File: src/rtl/muldiv_iter.sv
// Iterative signed/unsigned multiply/divide unit with one start/done handshake and held HI/LO.
// Define MULDIV_ABORT_EN to add an abort input that cancels a running operation.
module muldiv_iter #(
  parameter int unsigned WIDTH  = 32,
  parameter int unsigned UNROLL = 1
) (
  input  logic             clk,
  input  logic             reset,
  input  logic             start,
  input  logic [1:0]       op,
  input  logic [WIDTH-1:0] a,
  input  logic [WIDTH-1:0] b,
`ifdef MULDIV_ABORT_EN
  input  logic             abort,
`endif
  output logic             busy,
  output logic             done,
  output logic             div_zero,
  output logic [WIDTH-1:0] hi,
  output logic [WIDTH-1:0] lo
);

  localparam int unsigned N    = WIDTH / UNROLL;
  localparam int unsigned CntW = $clog2(N + 1);

  typedef enum logic [1:0] {StIdle, StRun, StFix} state_e;

  state_e            state_q, state_d;
  logic [CntW-1:0]   cnt_q, cnt_d;
  logic              is_div_q, is_div_d;
  logic              neg_lo_q, neg_lo_d;
  logic              neg_hi_q, neg_hi_d;
  logic [WIDTH-1:0]  acc_q, acc_d;
  logic [WIDTH-1:0]  mq_q, mq_d;
  logic [WIDTH-1:0]  opb_q, opb_d;
  logic [WIDTH-1:0]  hi_q, hi_d;
  logic [WIDTH-1:0]  lo_q, lo_d;
  logic              done_q, done_d;
  logic              dz_q, dz_d;

  logic [WIDTH:0]    t;
  logic [WIDTH-1:0]  ta, tm;
  logic [2*WIDTH-1:0] prod;
  logic              sa, sb;

  always_comb begin
    state_d  = state_q;
    cnt_d    = cnt_q;
    is_div_d = is_div_q;
    neg_lo_d = neg_lo_q;
    neg_hi_d = neg_hi_q;
    acc_d    = acc_q;
    mq_d     = mq_q;
    opb_d    = opb_q;
    hi_d     = hi_q;
    lo_d     = lo_q;
    done_d   = 1'b0;
    dz_d     = 1'b0;
    sa       = ~op[0] & a[WIDTH-1];
    sb       = ~op[0] & b[WIDTH-1];

    // acc holds the high product / partial remainder, mq the low product / quotient.
    t  = '0;
    ta = acc_q;
    tm = mq_q;
    for (int i = 0; i < int'(UNROLL); i++) begin
      if (is_div_q) begin
        t  = {ta, tm[WIDTH-1]};
        tm = {tm[WIDTH-2:0], 1'b0};
        if (t >= {1'b0, opb_q}) begin
          t     = t - {1'b0, opb_q};
          tm[0] = 1'b1;
        end
        ta = t[WIDTH-1:0];
      end else begin
        t  = tm[0] ? ({1'b0, ta} + {1'b0, opb_q}) : {1'b0, ta};
        tm = {t[0], tm[WIDTH-1:1]};
        ta = t[WIDTH:1];
      end
    end

    prod = {acc_q, mq_q};
    if (neg_lo_q) prod = -prod;

    unique case (state_q)
      StIdle: begin
        if (start) begin
          if (op[1] && (b == '0)) begin
            done_d = 1'b1;
            dz_d   = 1'b1;
          end else begin
            state_d  = StRun;
            cnt_d    = '0;
            is_div_d = op[1];
            neg_lo_d = sa ^ sb;
            neg_hi_d = sa;
            acc_d    = '0;
            mq_d     = sa ? -a : a;
            opb_d    = sb ? -b : b;
          end
        end
      end
      StRun: begin
        acc_d = ta;
        mq_d  = tm;
        cnt_d = cnt_q + CntW'(1);
        if (cnt_q == CntW'(N - 1)) state_d = StFix;
      end
      StFix: begin
        state_d = StIdle;
        done_d  = 1'b1;
        if (is_div_q) begin
          lo_d = neg_lo_q ? -mq_q : mq_q;
          hi_d = neg_hi_q ? -acc_q : acc_q;
        end else begin
          lo_d = prod[WIDTH-1:0];
          hi_d = prod[2*WIDTH-1:WIDTH];
        end
      end
      default: state_d = StIdle;
    endcase

`ifdef MULDIV_ABORT_EN
    if (abort && (state_q != StIdle)) begin
      state_d = StIdle;
      done_d  = 1'b0;
      hi_d    = hi_q;
      lo_d    = lo_q;
    end
`endif
  end

  always_ff @(posedge clk) begin
    if (reset) begin
      state_q  <= StIdle;
      cnt_q    <= '0;
      is_div_q <= 1'b0;
      neg_lo_q <= 1'b0;
      neg_hi_q <= 1'b0;
      acc_q    <= '0;
      mq_q     <= '0;
      opb_q    <= '0;
      hi_q     <= '0;
      lo_q     <= '0;
      done_q   <= 1'b0;
      dz_q     <= 1'b0;
    end else begin
      state_q  <= state_d;
      cnt_q    <= cnt_d;
      is_div_q <= is_div_d;
      neg_lo_q <= neg_lo_d;
      neg_hi_q <= neg_hi_d;
      acc_q    <= acc_d;
      mq_q     <= mq_d;
      opb_q    <= opb_d;
      hi_q     <= hi_d;
      lo_q     <= lo_d;
      done_q   <= done_d;
      dz_q     <= dz_d;
    end
  end

  assign busy     = (state_q != StIdle);
  assign done     = done_q;
  assign div_zero = dz_q;
  assign hi       = hi_q;
  assign lo       = lo_q;

endmodule

File: config.mk
export PLATFORM = sky130hd
export DESIGN_NAME = muldiv_iter
export DESIGN_NICKNAME = d
export VERILOG_FILES = /design/src/rtl/muldiv_iter.sv
export SDC_FILE = /design/constraint.sdc
export NUM_CORES = 1
export LEC_CHECK = 0
export CAP_MARGIN = 20
export CELL_PAD_IN_SITES_DETAIL_PLACEMENT = 0
export CELL_PAD_IN_SITES_GLOBAL_PLACEMENT = 1
export CORE_MARGIN = 2
export CORE_UTILIZATION = 30
export CTS_BUF_LIST = sky130_fd_sc_hd__clkbuf_4 sky130_fd_sc_hd__clkbuf_8
export DETAILED_ROUTE_END_ITERATION = 6
export PLACE_DENSITY_LB_ADDON = 0.15
export SLEW_MARGIN = 20
export SYNTH_ARGS = -nofsm -noshare
export SYNTH_HDL_FRONTEND = slang
export SYNTH_SLANG_ARGS = --single-unit
export TNS_END_PERCENT = 20
File: constraint.sdc
create_clock -name clk -period 4.7 [get_ports clk]
set_clock_uncertainty 0.05 [all_clocks]
set_input_delay 0.94 -clock clk [delete_from_list [all_inputs] [get_ports clk]]
set_output_delay 0.94 -clock clk [all_outputs]
set_load 0.02 [all_outputs]
### Yosys cells after proc, flatten, opt, wreduce, memory -nomap -nowiden

Index checks and enable logic that the tools add are counted.

* output and inout bits: 67
* word-level logic and storage cells: 70
* bits in registers: 173
* input bits: 69

* magnitude comparators: 1
* reduce and logical (&&, ||, !) cells: 9
* bitwise logic cells: 6
* equal/unequal tests: 6
* $add $sub $neg: 8
* muxes and demuxes: 28

Operators with widths (number)
* $mux W32: 13
* $neg A32 Y32: 4
* $pmux W32 S2: 2
* $mux W64: 1
* $neg A64 Y64: 1
* $add A32 B32 Y33: 1
* $ge A33 B32 Y1: 1
* $mux W33: 1
* $logic_not A32 Y1: 1
* $sub A32 B32 Y32: 1
* $mux W6: 2
* $pmux W6 S2: 1
* $reduce_and A3 Y1: 3
* $add A6 B1 Y6 const B: 1
* $eq A6 B5 Y1 const B: 1
* $mux W2: 3
* $ne A2 B2 Y1 const B: 3
* $pmux W2 S2: 1
* $reduce_bool A2 Y1: 2
* $mux W1: 3
* $not A1 Y1: 3
* $and A1 B1 Y1: 2
* $eq A2 B1 Y1 const B: 1
* $eq A2 B2 Y1 const B: 1
* 5 further kinds: 5

### Logic depth before layout (Yosys ltp)

Gate-level depths: netlist (run 1).

* depth in word-level cells: 6
* depth in mapped cells: 14
* gate-level depth less buffers: 13

### Worst setup path before layout (run 1)

OpenSTA, ideal clock, no wires.

* kind: input to register
* from: input b[14]
* to: register mq_q[6]
* setup time: 132 ps
* cell stages on the path: 10
* data required time: 4518 ps
* data arrival time: 3659 ps
* buffers on the path: 2
* setup slack: 859 ps
* path through: or4_4 > or3_4 > or4_4 > or4b_1 > a21oi_1 > nor2_1 > buf_2 > buf_2 > o211ai_1 > a21oi_1

* longest elaborated chain between the ends: 4

Ends and longest elaborated chain
* start: declaration: RTL line 12 `input logic [WIDTH-1:0] b,`
* $logic_not A32 Y1: RTL line 88 `if (op[1] && (b == '0)) begin`
* $logic_and A1 B1 Y1: RTL line 88
* $ne A2 B2 Y1 (no source line)
* $reduce_and A3 Y1 (no source line)
* end signal: assignment: RTL line 154 `mq_q <= mq_d;`
* end: declaration: RTL line 34 `logic [WIDTH-1:0] mq_q, mq_d;`

Every way passes these cells.
A chain may end at the register's enable or synchronous reset.

### Worst setup path in the final report (run 1)

* from: register opb_q[4]
* to: register acc_q[26]

* longest elaborated chain between the ends: 4
* elaborated cells between the ends (all ways): 7
* classes of those cells: add/sub (2); order compare (1); mux (4)

Ends and longest elaborated chain
* start: declaration: RTL line 35 `logic [WIDTH-1:0] opb_q, opb_d;`
* start signal: assignment: RTL line 155 `opb_q <= opb_d;`
* $add A32 B32 Y33, or another cell as far along: RTL line 76 `t = tm[0] ? ({1'b0, ta} + {1'b0, opb_q}) : {1'b0, ta};`
* $mux W33 / $mux W32 (equally long branches): RTL line 76, 70
* $mux W32 (*): RTL line 67 `if (is_div_q) begin`
* $pmux W32 S2 (*): RTL line 85 `unique case (state_q)`
* end signal: assignment: RTL line 140 `acc_q <= '0;`
* end signal: assignment: RTL line 153 `acc_q <= acc_d;`
* end: declaration: RTL line 33 `logic [WIDTH-1:0] acc_q, acc_d;`

Every way passes the cells marked *; elsewhere a longest branch is shown, timed or not.

==> results of run 1 <==
## registers in the layout, summed over array words and instances (netlist names), 2 cells and up
signal	count
acc_q	32
cnt_q	6
hi	32
lo	32
mq_q	32
opb_q	32
state_q	2
## metal layers
metal / wire [um] / share of wire / global-route usage / vias to the layer above
met5: 0 / 0 / 0 / -
li1: - / - / - / 7007
met3: 2030 / 0.037 / 0.0373 / 80
met1: 26400 / 0.49 / 0.316 / 6669
met2: 24000 / 0.44 / 0.357 / 311
met4: 1610 / 0.030 / 0.0811 / 0
## through the flow
stage / worst slack, ns / instance area, um^2
2_1_floorplan: 0.859 / 13900
5_1_grt: 0.421 / 16400
3_3_place_gp: 0.110 / 16000
3_5_place_dp: 0.0906 / 16000
4_1_cts: 0.692 / 16400
6_report: 0.574 / 16400
## report_power, final
part	switching [uW]	internal (uW)	leakage [uW]
clock network	631	524	0.000203
logic	844	533	0.00456
registers	116	1530	0.00141
total	1590	2590	0.00617
## cell type report
type | instances | area [um^2] | share of cell area
clock buffer | 21 | 283 | 0.0172
tap | 600 | 751 | 0.0457
multi-input combinational | 1507 | 9670 | 0.588
timing repair buffer | 202 | 1890 | 0.115
sequential | 173 | 3470 | 0.211
clock inverter | 11 | 129 | 0.00784
inverter | 67 | 251 | 0.0153
antenna | 1 | 2.50 | 0.000152
## synthesized netlist by cell type, types with 5 or more instances
cell type and instances:
nor2_1 205, nand2_1 194, a21oi_1 179, dfxtp_1 173
clkbuf_1 117, o21ai_0 103, a211oi_1 99, xor2_1 90
xnor2_1 84, ha_1 69, inv_1 66, o211ai_1 48
mux2i_1 45, nor3_1 39, a21o_1 27, o31ai_1 26
nand3_1 25, nand2b_1 21, nand4_1 21, nor4_1 20
a31oi_1 18, or4_1 18, and3_1 16, and2_1 15
or3_1 14, nor2b_1 11, a22oi_1 10, a22o_1 8
buf_2 8, o41ai_1 8, buf_1 7, a31o_2 5
o221ai_1 5
## worst max-delay path: stages (launching register included)
cell and delay [ns]:
dfxtp_1 0.49, inv_1 0.08, ha_1 0.38, a21o_1 0.22, a31oi_1 0.25, a21oi_1 0.16
a211oi_1 0.81, o21ai_0 0.42, a21boi_0 0.41, buf_4 0.22, nand2_1 0.15, o21ai_0 0.27
o41ai_1 0.09
## final timing paths
path         depth (start not counted)             startpoint                     end  slack (ns)
max                                 12  opb_q[4]$_SDFFE_PP0P_  acc_q[26]$_SDFFE_PP0P_        0.57
min                                  2    hi[16]$_SDFFE_PP0P_     hi[16]$_SDFFE_PP0P_        0.41
max reg2reg                         12  opb_q[4]$_SDFFE_PP0P_  acc_q[26]$_SDFFE_PP0P_        0.57
min reg2reg                          2    hi[16]$_SDFFE_PP0P_     hi[16]$_SDFFE_PP0P_        0.41
## kinds of logic (layout without fill, tap and decap cells)
kind of cell               after synthesis  in the layout  synth area share
muxes                                   48             48            0.0349
AOI/OAI and AO/OA                      593            593             0.277
adders and majority gates               71             71            0.0651
xor gates and xnor gates               174            174             0.110
buffers and inverters                  202            301            0.0565
DFF                                    173            173             0.250
and+or+nand+nor                        621            621             0.207
other                                    0              1                 0
==> summary.md, run 1 <==
| Metric | Value |
|---|---|
| TritonCTS clock tree | `done` |
| Share of the synthesized area in the top cell type | `0.250` |
| Initial drt markers | `893` |
| Die footprint | `48000 um^2` |
| CTS buffer count | `17` |
| Post-synth top area cell | `dfxtp_1` |
| Number of global-route vias before repair | `13800` |
| Mean Syn Cell Area | `~7.4 um^2` |
| Worst-case clock buffer depth | `2` |
| DRC errors left | `0` |
| Commonest non-fill, non-tap cell in the layout | `nor2_1` |
| Final ANT Viol Nets | `0` |
| EDFF count, synth | `0` |
| Total Power | `4180 uW` |
| Maximum vdd drop | `~0.19 mV` |
| Util after Layout | `0.361` |
| Startpoint types | `flip-flop` |
| Final period util | `0.878` |
| Critical Path RT | `5.09 ns` |
| Via density per instance | `5.45` |
| Max Slew Vio Count | `0` |
| Final Critical Period | `4.13 ns` |
| Slew margin rel. | `0.317` |
| Layout cells sized above 1 | `0.0641` |
| DRT Pass-1 Iters | `5` |
| Reg clk slew, reported paths | `0.10 ns` |
| CP Max Fanout | `7` |
| Cells after Synth | `between 1500 and 2000` |
| Synth top area cells | `dfxtp_1 (25%), a21oi_1 (6.5%), ha_1 (6.2%)` |
| Clock sinks | `~170` |
| Fin nets | `2108` |
| Ys async rst share | `0` |
| Peak Freq | `between 0.2 and 0.25 GHz` |
| Post-Route WL | `about 54000 um` |
| Die H | `between 200 and 250 um` |
| Yosys reg bits | `173` |
| Root buffer cell | `clkbuf_8` |
| Pleak | `0.00617 uW` |
| Site Rows | `78` |
| Fillers | `4957` |
| Crit. End Element | `flip-flop` |
| Post-CTS setup buffer count | `0` |
| Area Growth Syn to Fin | `18.5%` |
| CTS Hold Bufs | `0` |
| Arr. time, crit path | `about 4.5 ns` |
| Input/output buffers | `about 140` |
| Final setup violation count | `0` |
| Antenna violations before repair | `0` |
| Die width | `between 200 and 250 um` |
| Commonest non-fill, non-tap cells in the layout | `nor2_1 (203), nand2_1 (194), a21oi_1 (179)` |
| RSZ-0062 raised after global routing | `false` |
| Global-route wire length before repair | `83700 um` |
| Worst Hold Class | `flip-flop to flip-flop` |
| Main synth FF type | `dfxtp_1` |
| Clk_lat worst skew | `0.55 ns` |
| Register area share after synthesis | `0.250` |
| DR WL/cell | `20.9 um` |
| RePlAce Congestion | `0.901` |
| Netlist Area Pre-Place | `13900 um^2` |
| Gr usage total | `0.229` |
| Layout Cells excl Fill | `around 2600` |
| Setup tns final | `0 ns` |
| Setup CP Type | `flip-flop to flip-flop` |
| DP HPWL | `42200 um` |
| Gr ovfl total | `0` |
| Endpoints failing hold | `0` |
| Dpl cells | `2549` |
| Hold slack | `a little over 0.4 ns` |
| Starting Density | `0.305` |
| Cts repair resizes | `0` |
| Total number of vias | `14100` |
| Core ar. | `about 45000 um^2` |
| Synth cell types | `74` |
| I/O pins | `roughly 140` |
| Worst-Margin Slew | `a little over 1 ns` |
| H-tree Lvls | `4` |
| Max-Cap Viols | `0` |
| Pwr dens | `~250 nW/um^2` |
| Outcome | `finished, final reports clean` |
| Pin count of the biggest net entering global routing | `74` |
| Syn_nets | `approximately 2000` |
| Synth warnings | `0` |
Power figures use the tool's default switching activity.
==> run 2: changes to the inputs <==
--- a/config.mk
+++ b/config.mk
@@ -9,7 +9,7 @@
 export CELL_PAD_IN_SITES_DETAIL_PLACEMENT = 0
 export CELL_PAD_IN_SITES_GLOBAL_PLACEMENT = 1
 export CORE_MARGIN = 2
-export CORE_UTILIZATION = 30
+export CORE_UTILIZATION = 44
 export CTS_BUF_LIST = sky130_fd_sc_hd__clkbuf_4 sky130_fd_sc_hd__clkbuf_8
 export DETAILED_ROUTE_END_ITERATION = 6
 export PLACE_DENSITY_LB_ADDON = 0.15
==> constraint.sdc (replaced) <==
create_clock -name clk -period 4.7 [get_ports clk]
set_clock_uncertainty 0.05 [all_clocks]
set_input_delay 0.94 -clock clk [delete_from_list [all_inputs] [get_ports clk]]
set_output_delay 0.94 -clock clk [all_outputs]
set_load 0.005 [all_outputs]
==> run 2 against run 1 <==
Critical path type is now primary input to flip-flop. First-iteration DRC count increased by 29%. Global-route usage increased by 6.6 points. Hold slack improved by 0.0039 ns. Final cell count decreased by 8.0%. Critical path depth decreased by 2. Non-clock buffer count decreased by 8. Worst setup slack improved by 0.0012 ns. Wire length decreased by 10%. Design area decreased by 2.0%.
==> summary.md, run 2 (synthesis results as in run 1) <==
| Metric | Value |
|---|---|
| DRC errors left | `0` |
| Final Critical Period | `4.12 ns` |
| H-tree Lvls | `4` |
| Final setup violation count | `0` |
| Clock power frac | `0.268` |
| Area Growth Syn to Fin | `16.2%` |
| Die H | `about 180 um` |
| Layout cells sized above 1 | `0.0603` |
| Max-Cap Viols | `0` |
| Root buffer cell | `clkbuf_8` |
| Commonest non-fill, non-tap cells in the layout | `nor2_1 (203), nand2_1 (194), a21oi_1 (179)` |
| Commonest non-fill, non-tap cell in the layout | `nor2_1` |
| RePlAce Congestion | `0.952` |
| Antenna diodes | `0` |
| RSZ-0062 raised after global routing | `false` |
| Maximum vdd drop | `0.180 mV` |
| Crit. End Element | `flip-flop` |
| Fin nets | `2100` |
| Reg power frac | `0.406` |
| Total Power | `4090 uW` |
| P_sw | `1630 uW` |
| Clock sinks | `between 150 and 200` |
| Number of global-route vias before repair | `~14000` |
| DRT Pass-1 Iters | `5` |
| Critical Path RT | `5.05 ns` |
| Internal power | `2460 uW` |
| Via density per instance | `6.02` |
| Antenna violations before repair | `0` |
| I/O pins | `136` |
| Worst-case clock buffer depth | `2` |
| DP HPWL | `between 30000 and 40000 um` |
| Outcome | `finished, final reports clean` |
| Comb pwr share | `0.326` |
| Sw frac | `0.398` |
| Final setup margin | `0.575 ns` |
| TritonCTS clock tree | `done` |
| Max Slew Vio Count | `0` |
| Final ANT Viol Nets | `0` |
| Global-route wire length before repair | `77000 um` |
| Post-Route WL | `just under 50000 um` |
| Peak Freq | `roughly 0.24 GHz` |
| Dpl ws | `about 0.11 ns` |
| Startpoint types | `primary input` |
| Post-CTS setup buffer count | `0` |
| Gr usage total | `0.294` |
| Total number of vias | `14300` |
| Slew margin rel. | `0.352` |
| DR WL/cell | `20.5 um` |
| Gr ovfl total | `0` |
| Initial drt markers | `1148` |
| Pin count of the biggest net entering global routing | `between 80 and 90` |
| Input/output buffers | `approximately 140` |
| Starting Density | `0.443` |
| Core ar. | `31300 um^2` |
| Cts repair resizes | `0` |
| Reg clk slew, reported paths | `0.12 ns` |
| CTS Hold Bufs | `0` |
| CTS buffer count | `17` |
| Final period util | `0.878` |
| Die footprint | `between 30000 and 40000 um^2` |
| Arr. time, crit path | `approximately 4.5 ns` |
| Setup tns final | `0 ns` |
| CP Max Fanout | `41` |
| Worst-Margin Slew | `just under 1 ns` |
| Endpoints failing hold | `0` |
| Pwr dens | `254 nW/um^2` |
| Worst Hold Class | `flip-flop to flip-flop` |
| Clk_lat worst skew | `approximately 0.50 ns` |
| Site Rows | `65` |
| Pleak | `0.00613 uW` |
| Die width | `182 um` |
| Setup CP Type | `primary input to flip-flop` |
-- run 2: worst paths after layout --
kind,from,end,slack (ns),depth (start not counted)
setup / recovery,b[9],mq_q[0]$_SDFFE_PP0P_,0.58,10
hold / removal,hi[26]$_SDFFE_PP0P_,hi[26]$_SDFFE_PP0P_,0.42,2
setup reg to reg,acc_q[0]$_SDFFE_PP0P_,acc_q[23]$_SDFFE_PP0P_,0.84,13
hold reg to reg,hi[26]$_SDFFE_PP0P_,hi[26]$_SDFFE_PP0P_,0.42,2
-- run 2: layer usage --
metal | share of wire | vias to the layer above | track usage
met5 | 0 | - | 0
met4 | 0.033 | 0 | 0.106
met3 | 0.058 | 92 | 0.0443
met2 | 0.45 | 479 | 0.465
met1 | 0.46 | 6776 | 0.406
li1 | - | 6961 | -
-- run 2: critical path, cell delays in order --
cell             delay, ns
clkdlybuf4s50_1       0.46
or4_1                 0.56
or4_1                 0.48
or4_4                 0.49
or4b_1                0.55
a21oi_1               0.23
or2_1                 0.17
buf_12                0.22
a21oi_1               0.09
a221oi_2              0.27
-- run 2: per-stage QoR --
stage	std cells	hold WS, ns	util	cell area, um^2
detailed placement	2343	0.399	0.502	15700
CTS	2375	0.417	0.515	16100
global route	2375	0.437	0.515	16100
finish	2375	0.416	0.515	16100
global placement	2343	0.394	0.502	15700
floorplan	1882	0.398	-	13900
-- run 2: final cells by class --
type | instances | area (um^2)
multi-input combinational | 1507 | 9670
timing repair buffer | 194 | 1830
tap | 402 | 503
clock buffer | 17 | 234
sequential | 173 | 3470
clock inverter | 15 | 160
fill | 3159 | 15200
inverter | 67 | 251
-- run 2: power by group through the flow --
| stage | combinational [uW] | sequential [uW] | clock, uW |
|---|---|---|---|
| 5_1_grt | 1470 | 1670 | 1170 |
| 2_1_floorplan | 938 | 1620 | 0 |
| 6_report | 1330 | 1660 | 1100 |
| 3_3_place_gp | 1300 | 1690 | 0 |
| 3_5_place_dp | 1310 | 1690 | 0 |
| 4_1_cts | 1310 | 1650 | 1120 |
